[config.mk]
export PLATFORM = sky130hd
export DESIGN_NAME = branch_redirect
export DESIGN_NICKNAME = d
export VERILOG_FILES = /design/src/rtl/branch_redirect.sv
export SDC_FILE = /design/constraint.sdc
export NUM_CORES = 1
export LEC_CHECK = 0
export ABC_AREA = 1
export BUFFER_PORTS_ARGS = -buffer_cell sky130_fd_sc_hd__buf_2
export CAP_MARGIN = 20
export CORE_UTILIZATION = 32
export CTS_CLUSTER_DIAMETER = 30
export DETAILED_ROUTE_END_ITERATION = 12
export GPL_TIMING_DRIVEN = 0
export PLACE_DENSITY = 0.53
export RECOVER_POWER = 100
export SLEW_MARGIN = 20
export SYNTH_ARGS = -nofsm -noshare
export SYNTH_HDL_FRONTEND = slang
export SYNTH_SLANG_ARGS = --single-unit
[constraint.sdc]
create_clock -name clk -period 3.4 [get_ports clk]
set_clock_uncertainty 0.15 [all_clocks]
set_input_delay 0.51 -clock clk [delete_from_list [all_inputs] [get_ports clk]]
set_output_delay 0.51 -clock clk [all_outputs]
set_load 0.05 [all_outputs]
[src/rtl/branch_redirect.sv]
// branch_redirect: resolves B/BEQZ/BNEZ/BTEQZ/JR in ID and hands a registered
// PC redirect to the fetch stage over a valid/ack handshake.
module branch_redirect #(
    parameter bit DELAY_SLOT = 1'b1
) (
    input  logic        clk,
    input  logic        rst,
    input  logic        id_valid,
    input  logic [15:0] id_instr,
    input  logic [15:0] pc_plus1,
    input  logic [15:0] rx_val,
    input  logic [15:0] t_val,
    input  logic        opnd_ready,
    input  logic        pc_ack,
    output logic        redirect_valid,
    output logic [15:0] redirect_target,
    output logic        stall_id,
    output logic        flush_if,
    output logic [15:0] taken_cnt
);
    typedef enum logic [1:0] {IDLE, WAIT, ISSUE} state_t;

    state_t      state, state_nx;
    logic [4:0]  op;
    logic        is_b, is_beqz, is_bnez, is_bteqz, is_jr, jump;
    logic        taken, accept, resolve;
    logic [15:0] off, target;

    assign op       = id_instr[15:11];
    assign is_b     = op == 5'b00010;
    assign is_beqz  = op == 5'b00100;
    assign is_bnez  = op == 5'b00101;
    assign is_bteqz = op == 5'b01100;
    assign is_jr    = op == 5'b11101 && id_instr[7:0] == 8'h00;
    assign jump     = is_b | is_beqz | is_bnez | is_bteqz | is_jr;
    assign taken    = is_b | is_jr | (is_beqz & rx_val == 16'h0) |
                      (is_bnez & rx_val != 16'h0) | (is_bteqz & t_val == 16'h0);
    assign off      = is_b ? {{5{id_instr[10]}}, id_instr[10:0]} : {{8{id_instr[7]}}, id_instr[7:0]};
    assign target   = is_jr ? rx_val : pc_plus1 + off;
    // A jump in ID is taken up unless a still-unacknowledged redirect occupies the output.
    assign accept   = id_valid & jump & (state != ISSUE | pc_ack);
    assign resolve  = accept & (is_b | opnd_ready);

    always_ff @(posedge clk or negedge rst) begin
        if (!rst) begin
            state           <= IDLE;
            redirect_target <= 16'h0;
            taken_cnt       <= 16'h0;
        end else begin
            state <= state_nx;
            if (resolve && taken) begin
                redirect_target <= target;
                taken_cnt       <= taken_cnt + 16'h1;
            end
        end
    end

    always_comb begin
        state_nx = resolve ? (taken ? ISSUE : IDLE) :
                   accept ? WAIT :
                   (state == ISSUE && !pc_ack) ? ISSUE : IDLE;
    end

    always_comb begin
        redirect_valid = state == ISSUE;
        stall_id       = id_valid & jump & ~resolve;
        flush_if       = !DELAY_SLOT && state == ISSUE && pc_ack;
    end
endmodule

# == Word level (Yosys, flattened, before mapping) ==
# Cells that the tools add are included.
# totals
regBits,34
out_inout_bits,35
elab_cells,44
# classes
addsub,2
eq_ne,7
n_mux,6
bitwise_logic,18
n_reduce_logical,8
# op_table
cell,n
16-bit logical NOT,2
16-bit 2-to-1 mux,2
"16-bit by 1-bit adder with 16-bit output, second input constant",1
16-bit adder,1
16-bit nonzero test,1
"5-bit by 3-bit == test with 1-bit output, second input constant",2
1-bit OR,10
8-bit logical NOT,1
2-bit 2-to-1 mux,4
1-bit AND,7
"5-bit by 2-bit == test with 1-bit output, second input constant",1
"5-bit by 4-bit == test with 1-bit output, second input constant",1
"5-bit == test, second input constant",1
1-bit logical AND,3
"2-bit == test, second input constant",1
"2-bit inequality test, second input constant",1
1-bit logical NOT,1
1-bit inverter,1

# == Longest topological paths before layout ==
# Gate-level depths: netlist of run 1.
# depth
ltp_word,10
depth_mapped,19

# == Least setup slack after synthesis of run 1 ==
# OpenSTA, ideal clock, no wires.
# synth_timing
path_type,flip-flop to output port
startpoint,register state[0]
endpoint,output port stall_id
arrival_ps,2231
slack_ps,509
path_stages_with_launch,6
path_cell_list,dfrtp_1 > nor2_1 > nand2_1 > nand4_4 > clkbuf_1 > and3_1
# synth_between
elab_chain_cells,6
# synth_rtl
element,line_no,source
"start, declared",23,"state_t state, state_nx;"
"start signal, assigned",50,state <= state_nx;
2-bit inequality test,41,assign accept = id_valid & jump & (state != ISSUE | pc_ack);
1-bit OR,41,
1-bit AND,41,
1-bit AND,42,assign resolve = accept & (is_b | opnd_ready);
1-bit inverter,66,stall_id = id_valid & jump & ~resolve;
1-bit AND,66,
"end, declared",17,"output logic stall_id,"
# Every way passes these cells.

# == Worst setup path in the final report of run 1 ==
# layout_timing
startpoint,input port id_instr[1]
endpoint,output port stall_id
# layout_between
elab_chain_cells,8
# layout_rtl
element,line_no,source
"start, declared",9,"input logic [15:0] id_instr,"
8-bit logical NOT *,34,assign is_jr = op == 5'b11101 && id_instr[7:0] == 8'h00;
1-bit logical AND *,34,
1-bit OR *,35,assign jump = is_b | is_beqz | is_bnez | is_bteqz | is_jr;
1-bit AND *,"41, 66",
1-bit AND,41,
1-bit AND,42,
1-bit inverter,66,
1-bit AND *,66,
# Mark *: on every way between the ends. The rest lies on a longest branch, timed or not.

==> results of run 1 <==
## layer usage
metal | up-vias | part of all wire (%)
met3 | 9 | 4.7
met1 | 1511 | 46
met2 | 81 | 47
li1 | 1805 | -
met5 | - | 0
met4 | 0 | 1.6
## cells in the mapped netlist, types with 2 or more instances
cell and count:
clkbuf_2 2, xor2_1 16, nand3b_1 4, nand4_1 4, clkbuf_1 2, dfrtp_1 34
ha_1 17, inv_1 71, nor2_1 54, or2_2 3, a21oi_1 11, buf_4 2
nor3_1 6, nand3_1 36, nand3_2 3, nand2_1 186, xnor2_1 2, buf_6 3
o21ai_2 8, o21ai_0 28, a31oi_1 2
## layout make-up
type                       count  area (um2)  share of cell area [%]
timing repair buffer         102         465                    12.2
clock buffer                   6        82.6                    2.17
multi-input combinational    391        1910                    50.2
clock inverter                 2        12.5                   0.329
buffer                        10        47.5                    1.25
tap                          133         166                    4.37
inverter                      72         270                    7.10
sequential                    34         851                    22.4
## worst paths after layout
| kind | end | slack, ns | depth (start not counted) |
|---|---|---|---|
| setup / recovery | stall_id | 0.42 | 10 |
| hold / removal | state[0]$_DFF_PN0_ | 0.33 | 3 |
| setup reg to reg | taken_cnt[8]$_DFFE_PN0P_ | 1.16 | 7 |
| hold reg to reg | redirect_target[10]$_DFFE_PN0P_ | 0.36 | 2 |
| max in group asynchronous | taken_cnt[8]$_DFFE_PN0P_ | 1.46 | 1 |
| min in group asynchronous | taken_cnt[2]$_DFFE_PN0P_ | 0.57 | 1 |
## worst max-delay path: stages
cell,delay (ns)
buf_2,0.10
inv_1,0.06
nand3_1,0.07
nor2_1,0.05
nand2_1,0.21
nand3_1,0.18
nand4_1,0.26
clkbuf_1,0.37
and3_1,0.22
clkbuf_2,0.27
## power groups by stage
stage,Combinational (mW),Clock (mW),Sequential [mW]
finish,0.434,0.318,0.453
global route,0.494,0.348,0.458
CTS,0.454,0.328,0.453
detailed placement,0.453,0,0.460
global placement,0.450,0,0.460
floorplan,0.222,0,0.549
## state kept, by name, indices dropped and copies added, names as in the netlist
register,flops
redirect_target,16
state,2
taken_cnt,16
## kinds of logic after synthesis
| kind of cell | count (synthesis) |
|---|---|
| other | 1 |
| AO/OA/AOI/OAI | 51 |
| flip-flops | 34 |
| buffers and inverters | 82 |
| XOR/XNOR | 18 |
| adder cells (fa/ha/maj) | 18 |
| AND/OR/NAND/NOR | 303 |
## cells in the final DEF, fill, tap and decap left out, types with 3 or more instances in the layout
master / count
nand3b_1: 4
o21ai_0: 34
nor2_1: 55
a21oi_1: 11
or2_2: 3
nand4_1: 5
nand2_1: 187
dfrtp_1: 34
clkbuf_2: 3
inv_1: 71
buf_2: 65
clkbuf_8: 6
nor3_1: 6
ha_1: 17
xor2_1: 16
clkbuf_1: 42
nand3_1: 38
## per-stage QoR
step	cells	hold slack, ns	utilization [%]	total power [mW]
6_report	750	0.328	39.1	1.21
2_1_floorplan	507	0.0644	-	0.771
3_3_place_gp	742	0.333	39.7	0.910
5_1_grt	750	0.333	39.1	1.30
4_1_cts	750	0.173	40.7	1.23
3_5_place_dp	742	0.346	39.7	0.913
==> metrics, run 1 <==
min-delay src id_valid; FF+latch count, synth 34; Core Area 0.00973 mm2; Clock Tree Buf Depth 2; Yosys cell types 34; # IOs 104; Crit. End Element primary output; # fillers 1162; Setup WS pre-CTS 0.438 ns; Slew Limit Fails 35; min Tclk post-route 2.98 ns; hold buffer count at cts 0; leading area contributor after synthesis dfrtp_1; grt met1 use 22.9%; largest net degree at the start of global routing 35; RSZ-0062 raised after global routing false; async set-reset flop share out of synthesis 100%; cell area after layout 0.00381 mm2; met2 Use GR 31.6%; DRC 0; Syn-to-layout area delta 19.5%; total number of vias 3406; mux cell area share after synthesis 0%; CP required 2.74 ns; vias in the first global route 3275; Ys Warns 0; number of antenna violations at the first check in global routing 0; WS Path Type in -> out; Critical R2R Launch state[1]$_DFF_PN0_; fin crit share 87.6%; first-pass GRT wire length 14700 um; clk_lat worst skew 0.29 ns; Sw Ratio 39.4%; Seq pwr share 37.6%; HPWL after DPL 7190 um; Placed Area 0.00386 mm2; Die X 102 um; Hold Crit Class in -> reg; Top FF cell, synth dfrtp_1; adder-cell share of the synthesized area 7.31%; Clk pwr share 26.4%; syn avg cell area 6.28 um2; logic gate share of total power 36.0%; CP arrival 2.32 ns; violated checks capacitance limit, slew limit; routed vias/inst 4.54; Post-Synth Simple-Gate Area 40.6%; critical path fanouts, max 10; n_diodes 0; worst-margin pin slew 1.86 ns; WL/cell 11.5 um; worst vdd ir 0.150 mV; most used routing layer met2; CP startpoint kind input port; PostCTS Resize Cnt 0; Clock Pin Slew Worst Setup and Hold Paths 0.07 ns; CTS Buf Count 5; post-CTS setup buffer count 0; setup ws final 0.422 ns; total gr overflow 0; largest family of logic cells by synthesized area simple AND/OR/NAND/NOR gates; clock root cell clkbuf_8; share of cells above drive strength 1 13.9%; status finished, violations left; Critical Path Start id_instr[1]; largest cells by area after synthesis dfrtp_1 27%, nand2_1 22%, inv_1 8.4%; total track usage 17.9%; synthesized area 0.00318 mm2; slew margin rel. -23.8%; Port Buffers 102; Leak 2.20 nW; initial drt markers 78; PD cells 317 mW/mm2; complex-gate fraction of the synthesized area 9.12%; Synth Area in XOR/XNOR 4.95%; DR pass1 iterations 4; effective utilization at floorplan 32.7%; Synth top area share 26.7%; final setup fails 0; Post-synth EDFFs 0; H-tree depth 2; Die Footprint 0.0104 mm2; clock net sink count 34; Syn Nets 594; final hold violation count 0; Final TNS setup 0 ns; gpl congestion 0.821; routed wire length 8620 um; NetSw 0.475 mW; FP Rows 36; Max-Cap Viols 1; Gate Count Post-Synth 507; CTS tree built; Max Freq 336 MHz; register area share after synthesis 26.7%; Die H 102 um; grt met3 use 2.00%; Int Power 0.730 mW; Nets 703; Post-DRT Antenna Nets 0
(Power assumes the default switching activity.)
==> inputs of run 2 (changes only) <==
--- a/config.mk
+++ b/config.mk
@@ -12,2 +12,3 @@
 export CTS_CLUSTER_DIAMETER = 30
+export CTS_CLUSTER_SIZE = 40
 export DETAILED_ROUTE_END_ITERATION = 12
==> constraint.sdc (replaced) <==
create_clock -name clk -period 3.4 [get_ports clk]
set_clock_uncertainty 0.15 [all_clocks]
set_input_delay 1.02 -clock clk [delete_from_list [all_inputs] [get_ports clk]]
set_output_delay 1.02 -clock clk [all_outputs]
set_load 0.05 [all_outputs]
==> run 2 against run 1 <==
  * The run still ends with capacitance limit, slew limit left
  * Fmax fell by 11%
  * Largest power group unchanged
  * First-iteration DRC count up 7.7%
  * Combinational power about the same
  * Wire length rose by 0.65%
  * Flip-flop and latch count did not move
  * Highest routed layer unchanged
==> metrics, run 2 (synthesized netlist as in run 1, its figures left out) <==
Largest delay share family, worst path simple AND/OR/NAND/NOR gates; DR pass1 iterations 4; cells on worst reg2reg path 8; routed vias/inst 4.48; PD cells 308 mW/mm2; first-pass GRT wire length 14400 um; Slew Limit Fails 35; Post-DRT Antenna Nets 0; CP startpoint kind input port; total gr overflow 0; CP cell instances buf_2 > nor2_1 > nand3_2 > nand2_1 > nand4_4 > and3_2 > buf_2; CP most frequent cell buf_2; fin crit share 98.5%; Nets 704; vias in the first global route 3237; FP Rows 36; WS Path Type in -> out; Hold Crit Class reg -> reg; most frequent cells in the layout 185 x nand2_1, 71 x inv_1, 68 x buf_2; Die H 102 um; min Tclk post-route 3.35 ns; Final TNS setup 0 ns; final setup fails 0; critical path fanouts, max 6; Die X 102 um; FF-to-FF End taken_cnt[8]$_DFFE_PN0P_; Crit. End Element primary output; Syn-to-layout area delta 20.3%; logic gate share of total power 37.1%; H-tree depth 2; effective utilization at floorplan 32.7%; Sw Ratio 40.2%; clock net sink count 34; n_diodes 0; number of antenna violations at the first check in global routing 0; Core Area 0.00973 mm2; Max Freq 299 MHz; share of cells above drive strength 1 15.2%; WHS Endpoint redirect_target[1]$_DFFE_PN0P_; DRC 0; worst-margin pin slew 1.85 ns; Clock Tree Buf Depth 2; cell area after layout 0.00383 mm2; NetSw 0.473 mW; clk_lat worst skew 0.28 ns; Placed Area 0.00386 mm2; WL/cell 11.6 um; Port Buffers 102; WHS Path Cells 2; violated checks capacitance limit, slew limit; clock root cell clkbuf_8; routed wire length 8670 um; CP required 2.23 ns; hold buffer count at cts 0; total number of vias 3357; # IOs 104; largest net degree at the start of global routing 35; RSZ-0062 raised after global routing true; Leak 2.22 nW; CTS tree built; min-delay src redirect_target[1]$_DFFE_PN0P_; CP arrival 2.18 ns; Max-Cap Viols 1; most common cell after layout, fill and taps aside nand2_1; total buffers and inverters traversed by the critical path 2; status finished, violations left; largest registers redirect_target: 16 flops, taken_cnt: 16 flops, state: 2 flops; max incr delay on CP 0.20 ns; total track usage 17.7%; slew margin rel. -23.2%; Cells after DPL 742; CTS Buf Count 5; gpl congestion 0.819; Die Footprint 0.0104 mm2; Seq pwr share 38.5%; worst vdd ir 0.157 mV; Clk pwr share 24.4%; flop2flop setup slack 1.24 ns; Slowest-stage cell, CP nand3_2; HPWL after DPL 7250 um; Int Power 0.705 mW; final hold violation count 0; Clock Pin Slew Worst Setup and Hold Paths 0.07 ns; initial drt markers 84; Critical R2R Launch state[1]$_DFF_PN0_; Post-Layout Cell Count 750
-- run 2: power groups by stage --
stage	clock network, mW	registers [mW]	logic, mW
3_5_place_dp	0	0.461	0.454
6_report	0.287	0.454	0.437
4_1_cts	0.299	0.453	0.455
2_1_floorplan	0	0.549	0.222
5_1_grt	0.316	0.458	0.497
3_3_place_gp	0	0.460	0.450
-- run 2: worst min-delay path, cell delays in order (launching register included) --
cell     delay [ns]
dfrtp_1        0.34
o21ai_0        0.09
nand2_1        0.06
-- run 2: metrics by stage --
stage               power, mW  worst slack [ns]  hold slack (ns)  util (%)
finish                   1.18            0.0500            0.362      39.4
global route             1.27           -0.0476            0.398      39.4
CTS                      1.21            0.0225            0.358      40.5
detailed placement      0.915            -0.465            0.342      39.7
global placement        0.909            -0.463            0.333      39.7
floorplan               0.771            0.0897            0.574         -
-- run 2: worst max path at each step --
stage | from | end | cells after the start
detailed placement | id_instr[1] | stall_id | 10
finish | id_instr[11] | stall_id | 7
global route | id_instr[11] | stall_id | 7
floorplan | id_instr[1] | stall_id | 8
CTS | id_instr[2] | stall_id | 9
global placement | id_instr[1] | stall_id | 10
-- run 2: final cells by class --
cell class | instances | area (um2)
plain buffers | 9 | 43.8
clock buffers | 5 | 68.8
clock inverters | 2 | 10.0
fillers | 1149 | 5900
inverters | 72 | 270
multi-input cells | 391 | 1940
flip-flops and latches | 34 | 851
well taps | 133 | 166
repair buffers | 104 | 483
-- run 2: metal layers --
metal | share of wire (%) | up-vias | GRT usage [%]
li1 | - | 1797 | -
met1 | 46 | 1482 | 22.3
met2 | 49 | 72 | 32.1
met3 | 3.4 | 6 | 2.21
met4 | 0.73 | 0 | 3.68
met5 | 0 | - | 0
-- run 2: what timing repair did --
| action | 4_1_cts | 5_1_grt |
|---|---|---|
| pin swaps | 0 | 1 |
| buffers inserted | 1 | 1 |
| setup endpoints to repair | 1 | 3 |
| cloned | 0 | 0 |
| resized for setup | 0 | 1 |
